===== src/rtl/frame_streamer_pkg.sv =====
// Shared types for the optical-flow pixel stream:
// pixel type, sideband flags and streamer FSM states.
package of_stream_pkg;

  localparam int PIX_W      = 12;
  localparam int FIFO_DEPTH = 4;
  localparam int CREDITS    = 3;

  typedef logic signed [PIX_W-1:0] pixel_t;

  typedef enum logic [1:0] {
    ST_IDLE,
    ST_READ,
    ST_HBLANK,
    ST_DRAIN
  } stream_state_e;

  typedef struct packed {
    logic sof;
    logic eol;
    logic eof;
  } stream_flags_t;

endpackage


===== src/rtl/frame_streamer_if.sv =====
// Valid/ready pixel stream with frame/line sideband.
// master drives pixels, slave returns ready.
interface frame_streamer_if #(
  parameter int DATA_WIDTH = 12
) ();

  logic signed [DATA_WIDTH-1:0] data_out;
  logic                         data_valid;
  logic                         data_ready;
  logic                         sof;
  logic                         eol;
  logic                         eof;

  modport master (
    output data_out,
    output data_valid,
    output sof,
    output eol,
    output eof,
    input  data_ready
  );

  modport slave (
    input  data_out,
    input  data_valid,
    input  sof,
    input  eol,
    input  eof,
    output data_ready
  );

endinterface


===== src/rtl/frame_streamer_fifo.sv =====
// Small synchronous FIFO of pixel + flags entries.
// Head outputs read zero while the FIFO is empty.
module stream_fifo
  import of_stream_pkg::*;
#(
  parameter int DEPTH = FIFO_DEPTH,
  parameter int DW    = PIX_W,
  localparam int CW   = $clog2(DEPTH + 1)
) (
  input  logic                 clk,
  input  logic                 rst_n,
  input  logic                 push,
  input  logic signed [DW-1:0] push_data,
  input  stream_flags_t        push_flags,
  input  logic                 pop,
  output logic signed [DW-1:0] head_data,
  output stream_flags_t        head_flags,
  output logic                 head_valid,
  output logic [CW-1:0]        count
);

  localparam int PW = (DEPTH > 1) ? $clog2(DEPTH) : 1;

  logic [DW-1:0] data_q [DEPTH];
  stream_flags_t flag_q [DEPTH];
  logic [PW-1:0] wr_ptr;
  logic [PW-1:0] rd_ptr;
  logic          do_pop;

  function automatic logic [PW-1:0] inc(
    input logic [PW-1:0] p
  );
    return (p == PW'(DEPTH - 1)) ? '0 : p + 1'b1;
  endfunction

  assign head_valid = (count != '0);
  assign do_pop     = pop & head_valid;
  assign head_data  = head_valid ? data_q[rd_ptr] : '0;
  assign head_flags = head_valid ? flag_q[rd_ptr] : '0;

  always_ff @(posedge clk) begin
    if (!rst_n) begin
      wr_ptr <= '0;
      rd_ptr <= '0;
      count  <= '0;
    end else begin
      if (push) begin
        data_q[wr_ptr] <= push_data;
        flag_q[wr_ptr] <= push_flags;
        wr_ptr         <= inc(wr_ptr);
      end
      if (do_pop) rd_ptr <= inc(rd_ptr);
      case ({push, do_pop})
        2'b10:   count <= count + CW'(1);
        2'b01:   count <= count - CW'(1);
        default: count <= count;
      endcase
    end
  end

endmodule


===== src/rtl/frame_streamer.sv =====
// Raster frame RAM reader emitting a row-major pixel
// stream with sof/eol/eof and credit-limited reads.
module frame_streamer
  import of_stream_pkg::*;
#(
  parameter int WIDTH      = 320,
  parameter int HEIGHT     = 240,
  parameter int DATA_WIDTH = PIX_W,
  parameter int HBLANK     = 0,
  parameter int ADDR_WIDTH = $clog2(WIDTH * HEIGHT)
) (
  input  logic                         clk,
  input  logic                         rst_n,
  input  logic                         start,
  output logic                         busy,
  output logic                         done,
  output logic                         mem_rd_en,
  output logic [ADDR_WIDTH-1:0]        mem_addr,
  input  logic signed [DATA_WIDTH-1:0] mem_rd_data,
  frame_streamer_if.master             strm
);

  localparam int XW = (WIDTH > 1) ? $clog2(WIDTH) : 1;
  localparam int YW = (HEIGHT > 1) ? $clog2(HEIGHT) : 1;
  localparam int CW = $clog2(FIFO_DEPTH + 1);

  stream_state_e           state;
  logic [XW-1:0]           col;
  logic [YW-1:0]           row;
  logic [7:0]              hb_cnt;
  logic [ADDR_WIDTH-1:0]   nxt_addr;
  logic [ADDR_WIDTH-1:0]   last_addr;
  logic                    ret_valid;
  stream_flags_t           ret_flags;
  stream_flags_t           iss_flags;
  stream_flags_t           head_flags;
  logic signed [DATA_WIDTH-1:0] head_data;
  logic [CW-1:0]           fifo_count;
  logic [CW-1:0]           occ;
  logic                    head_valid;
  logic                    pop;
  logic                    last_col;
  logic                    last_row;
  logic                    eof_hs;

  assign last_col = (col == XW'(WIDTH - 1));
  assign last_row = (row == YW'(HEIGHT - 1));

  // credit counts FIFO entries plus the read whose data is returning
  assign occ       = fifo_count + CW'(ret_valid);
  assign mem_rd_en = (state == ST_READ) && (occ < CW'(CREDITS));
  assign mem_addr  = mem_rd_en ? nxt_addr : last_addr;

  assign iss_flags.sof = (col == '0) && (row == '0);
  assign iss_flags.eol = last_col;
  assign iss_flags.eof = last_col && last_row;

  assign pop    = head_valid & strm.data_ready;
  assign eof_hs = pop & head_flags.eof;

  assign strm.data_valid = head_valid;
  assign strm.data_out   = head_data;
  assign strm.sof        = head_flags.sof;
  assign strm.eol        = head_flags.eol;
  assign strm.eof        = head_flags.eof;

  stream_fifo #(
    .DEPTH (FIFO_DEPTH),
    .DW    (DATA_WIDTH)
  ) u_fifo (
    .clk        (clk),
    .rst_n      (rst_n),
    .push       (ret_valid),
    .push_data  (mem_rd_data),
    .push_flags (ret_flags),
    .pop        (pop),
    .head_data  (head_data),
    .head_flags (head_flags),
    .head_valid (head_valid),
    .count      (fifo_count)
  );

  always_ff @(posedge clk) begin
    if (!rst_n) begin
      state     <= ST_IDLE;
      busy      <= 1'b0;
      done      <= 1'b0;
      col       <= '0;
      row       <= '0;
      hb_cnt    <= '0;
      nxt_addr  <= '0;
      last_addr <= '0;
      ret_valid <= 1'b0;
      ret_flags <= '0;
    end else begin
      done      <= 1'b0;
      ret_valid <= mem_rd_en;
      if (mem_rd_en) begin
        ret_flags <= iss_flags;
        last_addr <= nxt_addr;
        nxt_addr  <= nxt_addr + 1'b1;
      end
      case (state)
        ST_IDLE: begin
          if (start) begin
            state    <= ST_READ;
            busy     <= 1'b1;
            col      <= '0;
            row      <= '0;
            nxt_addr <= '0;
          end
        end
        ST_READ: begin
          if (mem_rd_en) begin
            if (!last_col) begin
              col <= col + 1'b1;
            end else begin
              col <= '0;
              if (last_row) begin
                state <= ST_DRAIN;
              end else begin
                row <= row + 1'b1;
                if (HBLANK > 0) begin
                  state  <= ST_HBLANK;
                  hb_cnt <= '0;
                end
              end
            end
          end
        end
        ST_HBLANK: begin
          if (hb_cnt == 8'(HBLANK - 1)) state <= ST_READ;
          else hb_cnt <= hb_cnt + 1'b1;
        end
        ST_DRAIN: begin
          if (eof_hs) begin
            state <= ST_IDLE;
            busy  <= 1'b0;
            done  <= 1'b1;
          end
        end
        default: state <= ST_IDLE;
      endcase
    end
  end

endmodule


===== src/flat_wrapper.sv =====
// flat-port wrapper written by rule: the top's interface ports become plain ports
module frame_streamer_flat import of_stream_pkg::*;
#(
  parameter int WIDTH      = 320,
  parameter int HEIGHT     = 240,
  parameter int DATA_WIDTH = PIX_W,
  parameter int HBLANK     = 0,
  parameter int ADDR_WIDTH = $clog2(WIDTH * HEIGHT)
)
  (clk, rst_n, start, busy, done, mem_rd_en, mem_addr, mem_rd_data, strm_data_out, strm_data_valid, strm_sof, strm_eol, strm_eof, strm_data_ready);
  frame_streamer_if #(.DATA_WIDTH(DATA_WIDTH)) strm_i ();
  input  logic clk;
  input  logic rst_n;
  input  logic start;
  output logic busy;
  output logic done;
  output logic mem_rd_en;
  output logic [ADDR_WIDTH-1:0] mem_addr;
  input  logic signed [DATA_WIDTH-1:0] mem_rd_data;
  output wire logic [$bits(strm_i.data_out)-1:0] strm_data_out;
  output wire logic [$bits(strm_i.data_valid)-1:0] strm_data_valid;
  output wire logic [$bits(strm_i.sof)-1:0] strm_sof;
  output wire logic [$bits(strm_i.eol)-1:0] strm_eol;
  output wire logic [$bits(strm_i.eof)-1:0] strm_eof;
  input wire logic [$bits(strm_i.data_ready)-1:0] strm_data_ready;
  assign strm_data_out = strm_i.data_out;
  assign strm_data_valid = strm_i.data_valid;
  assign strm_sof = strm_i.sof;
  assign strm_eol = strm_i.eol;
  assign strm_eof = strm_i.eof;
  assign strm_i.data_ready = strm_data_ready;
  frame_streamer #(.WIDTH(WIDTH), .HEIGHT(HEIGHT), .DATA_WIDTH(DATA_WIDTH), .HBLANK(HBLANK), .ADDR_WIDTH(ADDR_WIDTH)) u_core (.clk(clk), .rst_n(rst_n), .start(start), .busy(busy), .done(done), .mem_rd_en(mem_rd_en), .mem_addr(mem_addr), .mem_rd_data(mem_rd_data), .strm(strm_i));
endmodule

===== config.mk =====
export PLATFORM = sky130hd
export DESIGN_NAME = frame_streamer_flat
export DESIGN_NICKNAME = d
export VERILOG_FILES = /design/src/rtl/frame_streamer_pkg.sv /design/src/rtl/frame_streamer_if.sv /design/src/rtl/frame_streamer_fifo.sv /design/src/rtl/frame_streamer.sv /design/src/flat_wrapper.sv
export SDC_FILE = /design/constraint.sdc
export NUM_CORES = 1
export LEC_CHECK = 0
export CORE_UTILIZATION = 45
export DETAILED_ROUTE_END_ITERATION = 7
export SYNTH_ARGS = -nofsm -noshare
export SYNTH_HDL_FRONTEND = slang
export SYNTH_SLANG_ARGS = --single-unit
export TNS_END_PERCENT = 50

===== constraint.sdc =====
create_clock -name clk -period 2.4 [get_ports clk]
set_input_delay 0.48 -clock clk [delete_from_list [all_inputs] [get_ports clk]]
set_output_delay 0.48 -clock clk [all_outputs]
set_load 0.1 [all_outputs]

**Word level (Yosys, flattened, before mapping)**

Memory sizes are Yosys's and may differ from the RTL's. A register that Yosys moved wholly into a read port is not among the register bits.
Cells that the tools add are included.

- Register bits after elaboration: 74
- RAM bits: 60
- Input bits: 16
- Output and inout bits: 36
- Logic and storage cells: 100
- Memories kept: 2

Memories:

| name | words | width | rd ports | clocked after memory_dff | write ports | RTL line | RTL |
|---|---|---|---|---|---|---|---|
| u_core.u_fifo.data_q | 4 | 12 | 1 | 1 | 1 | frame_streamer_fifo.sv:24 | `logic [DW-1:0] data_q [DEPTH];` |
| u_core.u_fifo.flag_q | 4 | 3 | 1 | 1 | 1 | frame_streamer_fifo.sv:25 | `stream_flags_t flag_q [DEPTH];` |

- Add/subtract/negate cells: 9
- Order comparisons: 1
- Equal/unequal tests: 17
- Multiplexer cells: 36
- Bitwise gates (word level): 4
- Reduce and logical (&&, ||, !) cells: 16

Operators by type and width:

| kind | number |
|---|---|
| two-way mux 17 bit | 4 |
| two-way mux 8 bit | 4 |
| two-way mux 9 bit | 3 |
| two-way mux 2 bit | 12 |
| one-hot mux 9 bit (2 select lines) | 1 |
| adder 17 x 1 -> 17 bit, second input constant | 1 |
| adder 8 x 1 -> 8 bit, second input constant | 2 |
| equality test 8 bit, second input constant | 2 |
| one-hot mux 8 bit (2 select lines) | 1 |
| two-way mux 12 bit | 1 |
| equality test 2 bit, second input constant | 5 |
| != test 2 x 1 -> 1 bit, second input constant | 5 |
| adder 9 x 1 -> 9 bit, second input constant | 1 |
| equality test 9 bit, second input constant | 1 |
| zero test 9 bit | 1 |
| zero test 8 bit | 1 |
| one-hot mux 2 bit (4 select lines) | 1 |
| two-way mux 1 bit | 6 |
| one-hot mux 3 bit (2 select lines) | 1 |
| AND reduction 3 bit | 2 |
| AND reduction 6 bit | 1 |
| nonzero test 2 bit | 3 |
| AND reduction 5 bit | 1 |
| adder 2 x 1 -> 2 bit, second input constant | 2 |
| 14 further kinds | 21 |

**Depth between registers and ports, before layout**

- Word-level depth: 6
- Gate-level depth with buffers: 10
- Mapped depth without buffers: 9

**By module**

Synthesis repeated with hierarchy kept, for this count alone.

- Cell total of the unflattened synthesis: 503
- Area total of the unflattened synthesis: 6,043.3 sq um

Modules (own cells, without submodules):

| module | times used | cells each | area an instance (sq um) | sequential area each (sq um) |
|---|---|---|---|---|
| frame_streamer | 1 | 357 | 3,214.3 | 1,341.3 |
| stream_fifo | 1 | 146 | 2,829.0 | 1,981.9 |

**Worst setup path before layout**

OpenSTA, ideal clock, no wires.

- Path kind: reg2out
- Start point: register u_core.u_fifo.count[2]
- End point: output strm_data_out[10]
- Data arrival time: 2.546 ns
- Data required time: 1.920 ns
- Setup slack: -0.626 ns
- Stages on the path, launching flop included: 5
- Buffers on the path: 2
- Cells stage by stage: dfxtp_1 or3_1 clkbuf_1 clkbuf_1 and2_1

- Longest elaborated chain between the ends: 2

RTL lines:

| what | RTL line | RTL |
|---|---|---|
| start: declaration | frame_streamer_fifo.sv:19 | `output logic [CW-1:0] count` |
| start signal: assignment | frame_streamer_fifo.sv:54 | `2'b10: count <= count + CW'(1);` |
| start signal: assignment | frame_streamer_fifo.sv:55 | `2'b01: count <= count - CW'(1);` |
| start signal: assignment | frame_streamer_fifo.sv:56 | `default: count <= count;` |
| nonzero test 3 bit | frame_streamer_fifo.sv:36 | `assign head_valid = (count != '0);` |
| named net strm_data_valid | flat_wrapper.sv:21 | `output wire logic [$bits(strm_i.data_valid)-1:0] strm_data_valid;` |
| two-way mux 12 bit | frame_streamer_fifo.sv:38 | `assign head_data = head_valid ? data_q[rd_ptr] : '0;` |
| end: declaration | flat_wrapper.sv:20 | `output wire logic [$bits(strm_i.data_out)-1:0] strm_data_out;` |

The timed path passes the listed nets, and every way through them passes these cells.

**Worst setup path in the final report**

- Start point: register u_core.u_fifo.count[0]
- End point: output mem_addr[13]

- Longest elaborated chain between the ends: 4

RTL lines:

| what | RTL line | RTL |
|---|---|---|
| adder 3 x 1 -> 3 bit | frame_streamer.sv:50 | `assign occ = fifo_count + CW'(ret_valid);` |
| less-than comparator 3 x 2 -> 1 bit | frame_streamer.sv:51 | `assign mem_rd_en = (state == ST_READ) && (occ < CW'(CREDITS));` |
| logical AND 1 bit | frame_streamer.sv:51 |  |
| two-way mux 17 bit | frame_streamer.sv:52 | `assign mem_addr = mem_rd_en ? nxt_addr : last_addr;` |
| end: declaration | flat_wrapper.sv:18 | `output logic [ADDR_WIDTH-1:0] mem_addr;` |

No other way between the ends.

==> flow_metrics.tcl <==
set metrics [dict create \
    root_buffer "clkbuf_16" \
    fp.dieArea_um2 13500 \
    async_flop_share_pct 0 \
    fmax_mhz 377 \
    diodes 0 \
    p_leak_nw 2.82 \
    grt_use_total_pct 20.2 \
    comb_power_share_pct 33.9 \
    clk_pin_slew_ns 0.06 \
    drc 0 \
    clock_sinks 136 \
    status "finished, violations left" \
    multi_input_area_um2 2440 \
    drtIter0Drc 245 \
    required_ns 1.92 \
    fin_crit_ns 2.65 \
    ys_types 48 \
    internal-power_mw 5.18 \
    power_switching_mw 2.68 \
    seqPwrFrac_pct 32.4 \
    nets 610 \
    clock_latency_ns 0.42 \
    routedWlPerCell_um 16.1 \
    vias_per_cell 5.37 \
    tns_ns -4.02 \
    hp-class "reg2reg" \
    dr_total_vias 4100 \
    cp-end-kind "output pin" \
    synth_edf_count 60 \
    placed_area_um2 7100 \
    drive_gt1_share_pct 26.5 \
    finalCritPeriodShare_pct 111 \
    fillerInstances 1013 \
    antenna_found_initial 0 \
    synthTopCellsByArea "edfxtp_1 31%, dfxtp_1 26%, mux4_2 5.8%" \
    skew_ns 0.00476 \
    port_buffers 51 \
    clockBufferDepth 2 \
    path_delay_family "buffers and inverters" \
    grt_start_max_net_pins 29 \
    die_h_um 116 \
    setup_ws_ns -0.255 \
    drv_slew 0 \
    setup_viol 18 \
    synth_top_cell_area_share_pct 30.7 \
    slew_headroom_pct 35.8 \
    slowest_delay_ns 0.35 \
    drt-total-wl_mm 12.3 \
    core-area_um2 12700 \
    dp_cells 726 \
    path_cells "ha_4, ha_4, xnor2_4, nand3_4, buf_12, mux2_4, buf_12" \
    synth_common_cells "76 x dfxtp_1, 60 x edfxtp_1, 35 x nand2_1" \
    rsz0062_at_grt "yes" \
    gp_congestion 0.806 \
    yosys_most_used_dff "dfxtp_1" \
    synth_warnings 0 \
    crit_arrival_ns 2.17 \
    postRouteAntennaNets 0 \
    syn-cell-area_um2 5860 \
    start_util_pct 46.3 \
    clkPwrFrac_pct 33.7 \
    cp-start-kind "flip-flop" \
    fin_area_um2 7880 \
    final_cells 764 \
    syn_area_per_cell_um2 11.8 \
    p_sw_share_pct 34.0 \
    power_mw 7.86 \
    seqCellArea_um2 3330 \
    syn-num-nets 527 \
    die_w_um 116 \
    syn2layout_area_growth_pct 34.4 \
    power.density_nw_per_um2 998 \
    numCtsBuffers 17 \
    slowest_stage "dfxtp_4" \
    worstSetupPathType "reg2out" \
    violations "negative setup slack" \
    yosysTopAreaCell "edfxtp_1" \
    synth_cells 496 \
    dp_hpwl_mm 8.15 \
    dr.pass1.iters 4 \
    yosysMostFrequentCell "dfxtp_1" \
    ys_seq_area_share_pct 56.7 \
    ios 52 \
    ir_drop_mv 0.497 \
    cp_max_fo 6 \
    ys_ff_latch 136 \
    htreeDepth 4 \
    cts_tree "done" \
    final_hold_viol_count 0 \
    worst-path-buf-inv 2 \
    grt-ovfl-total 0 \
    grt_pass1_wl_mm 20.2 \
    maxCapViolations 0 \
    rows 41 \
    grt_pass1_vias 4079 \
    tightest_slew_ns 0.950 \
    place_ws_ns -0.000807 \
]
## tightest hold or removal path, delay by kind of cell, from the launching register on
| family | cells | cell delay, ns |
|---|---|---|
| flip-flops | 1 | 0.32 |
| AND/OR/NAND/NOR | 1 | 0.06 |
| AO/OA/AOI/OAI | 1 | 0.05 |
## layer usage
layer / vias up / global-route usage, % / wire length [um]
li1: 2024 / - / -
met2: 86 / 36.2 / 6580
met5: - / 0 / 0
met4: 0 / 7.78 / 169
met1: 1979 / 22.8 / 4970
met3: 11 / 5.55 / 576
## final timing paths
kind                                              from             endpoint  slack (ns)  depth (start not counted)
worst max-delay path            u_core.u_fifo.count[0]         mem_addr[13]       -0.25                          7
worst min-delay path                       u_core.busy          u_core.busy        0.49                          2
worst max register to register  u_core.u_fifo.count[0]  u_core.nxt_addr[15]        0.09                          7
worst min register to register             u_core.busy          u_core.busy        0.49                          2
## cells in the final DEF, fill, tap and decap left out, types with 10 or more instances in the layout
master,n
inv_1,17
ha_1,12
nand3_1,14
clkdlybuf4s50_1,15
edfxtp_1,60
o31ai_1,11
and2_1,25
nor2_1,22
buf_4,29
dfxtp_1,73
or3_1,19
clkbuf_16,19
mux4_2,15
a21oi_1,30
o21ai_0,10
or4_1,12
buf_12,38
mux2_2,16
nand2_1,35
nand4_1,10
## state kept, by name (all words and copies together), names as in the netlist, 2 cells and up, named ones only
| register | cells |
|---|---|
| u_core.col | 9 |
| u_core.hb_cnt | 8 |
| u_core.last_addr | 17 |
| u_core.nxt_addr | 17 |
| u_core.ret_flags | 3 |
| u_core.row | 8 |
| u_core.state | 2 |
| u_core.u_fifo.count | 3 |
| u_core.u_fifo.data_q | 48 |
| u_core.u_fifo.flag_q | 12 |
| u_core.u_fifo.rd_ptr | 2 |
| u_core.u_fifo.wr_ptr | 2 |
## kinds of logic (layout without fill, tap and decap cells)
kind of cell | count (synthesis) | in the layout | share of synthesized area (%)
compound gates | 71 | 71 | 7.41
buf+inv | 40 | 136 | 2.92
mux | 40 | 40 | 10.4
xor+xnor | 12 | 12 | 1.79
flops | 136 | 136 | 56.7
fa+ha+maj | 15 | 15 | 3.33
simple gates | 182 | 182 | 17.4
## layout make-up
cell class	count	area share, %
tap	172	2.73
clock buffer	19	6.04
inverter	18	0.905
multi-input combinational	320	31.0
timing repair buffer	86	15.3
sequential	136	42.3
clock inverter	13	1.78
## repair_timing
| item | CTS | global route |
|---|---|---|
| setup endpoints to repair | 19 | 26 |
| pin swaps | 3 | 2 |
| cloned | 2 | 0 |
| hold buffers | 0 | 0 |
| resized for setup | 15 | 3 |
| setup buffers | 3 | 1 |
## power groups by stage
| stage | sequential [mW] | combinational (mW) | clock [mW] |
|---|---|---|---|
| 2_1_floorplan | 2.58 | 1.63 | 0 |
| 3_3_place_gp | 2.58 | 2.55 | 0 |
| 3_5_place_dp | 2.58 | 2.57 | 0 |
| 4_1_cts | 2.54 | 2.67 | 2.71 |
| 5_1_grt | 2.55 | 2.78 | 2.82 |
| 6_report | 2.54 | 2.67 | 2.65 |
## stage by stage
stage / hold WS [ns] / utilization [%]
2_1_floorplan: 0.443 / -
3_3_place_gp: 0.465 / 56.0
3_5_place_dp: 0.478 / 56.0
4_1_cts: 0.487 / 62.0
5_1_grt: 0.505 / 62.2
6_report: 0.486 / 62.2
No activity file was read; power rests on OpenSTA's default activity.
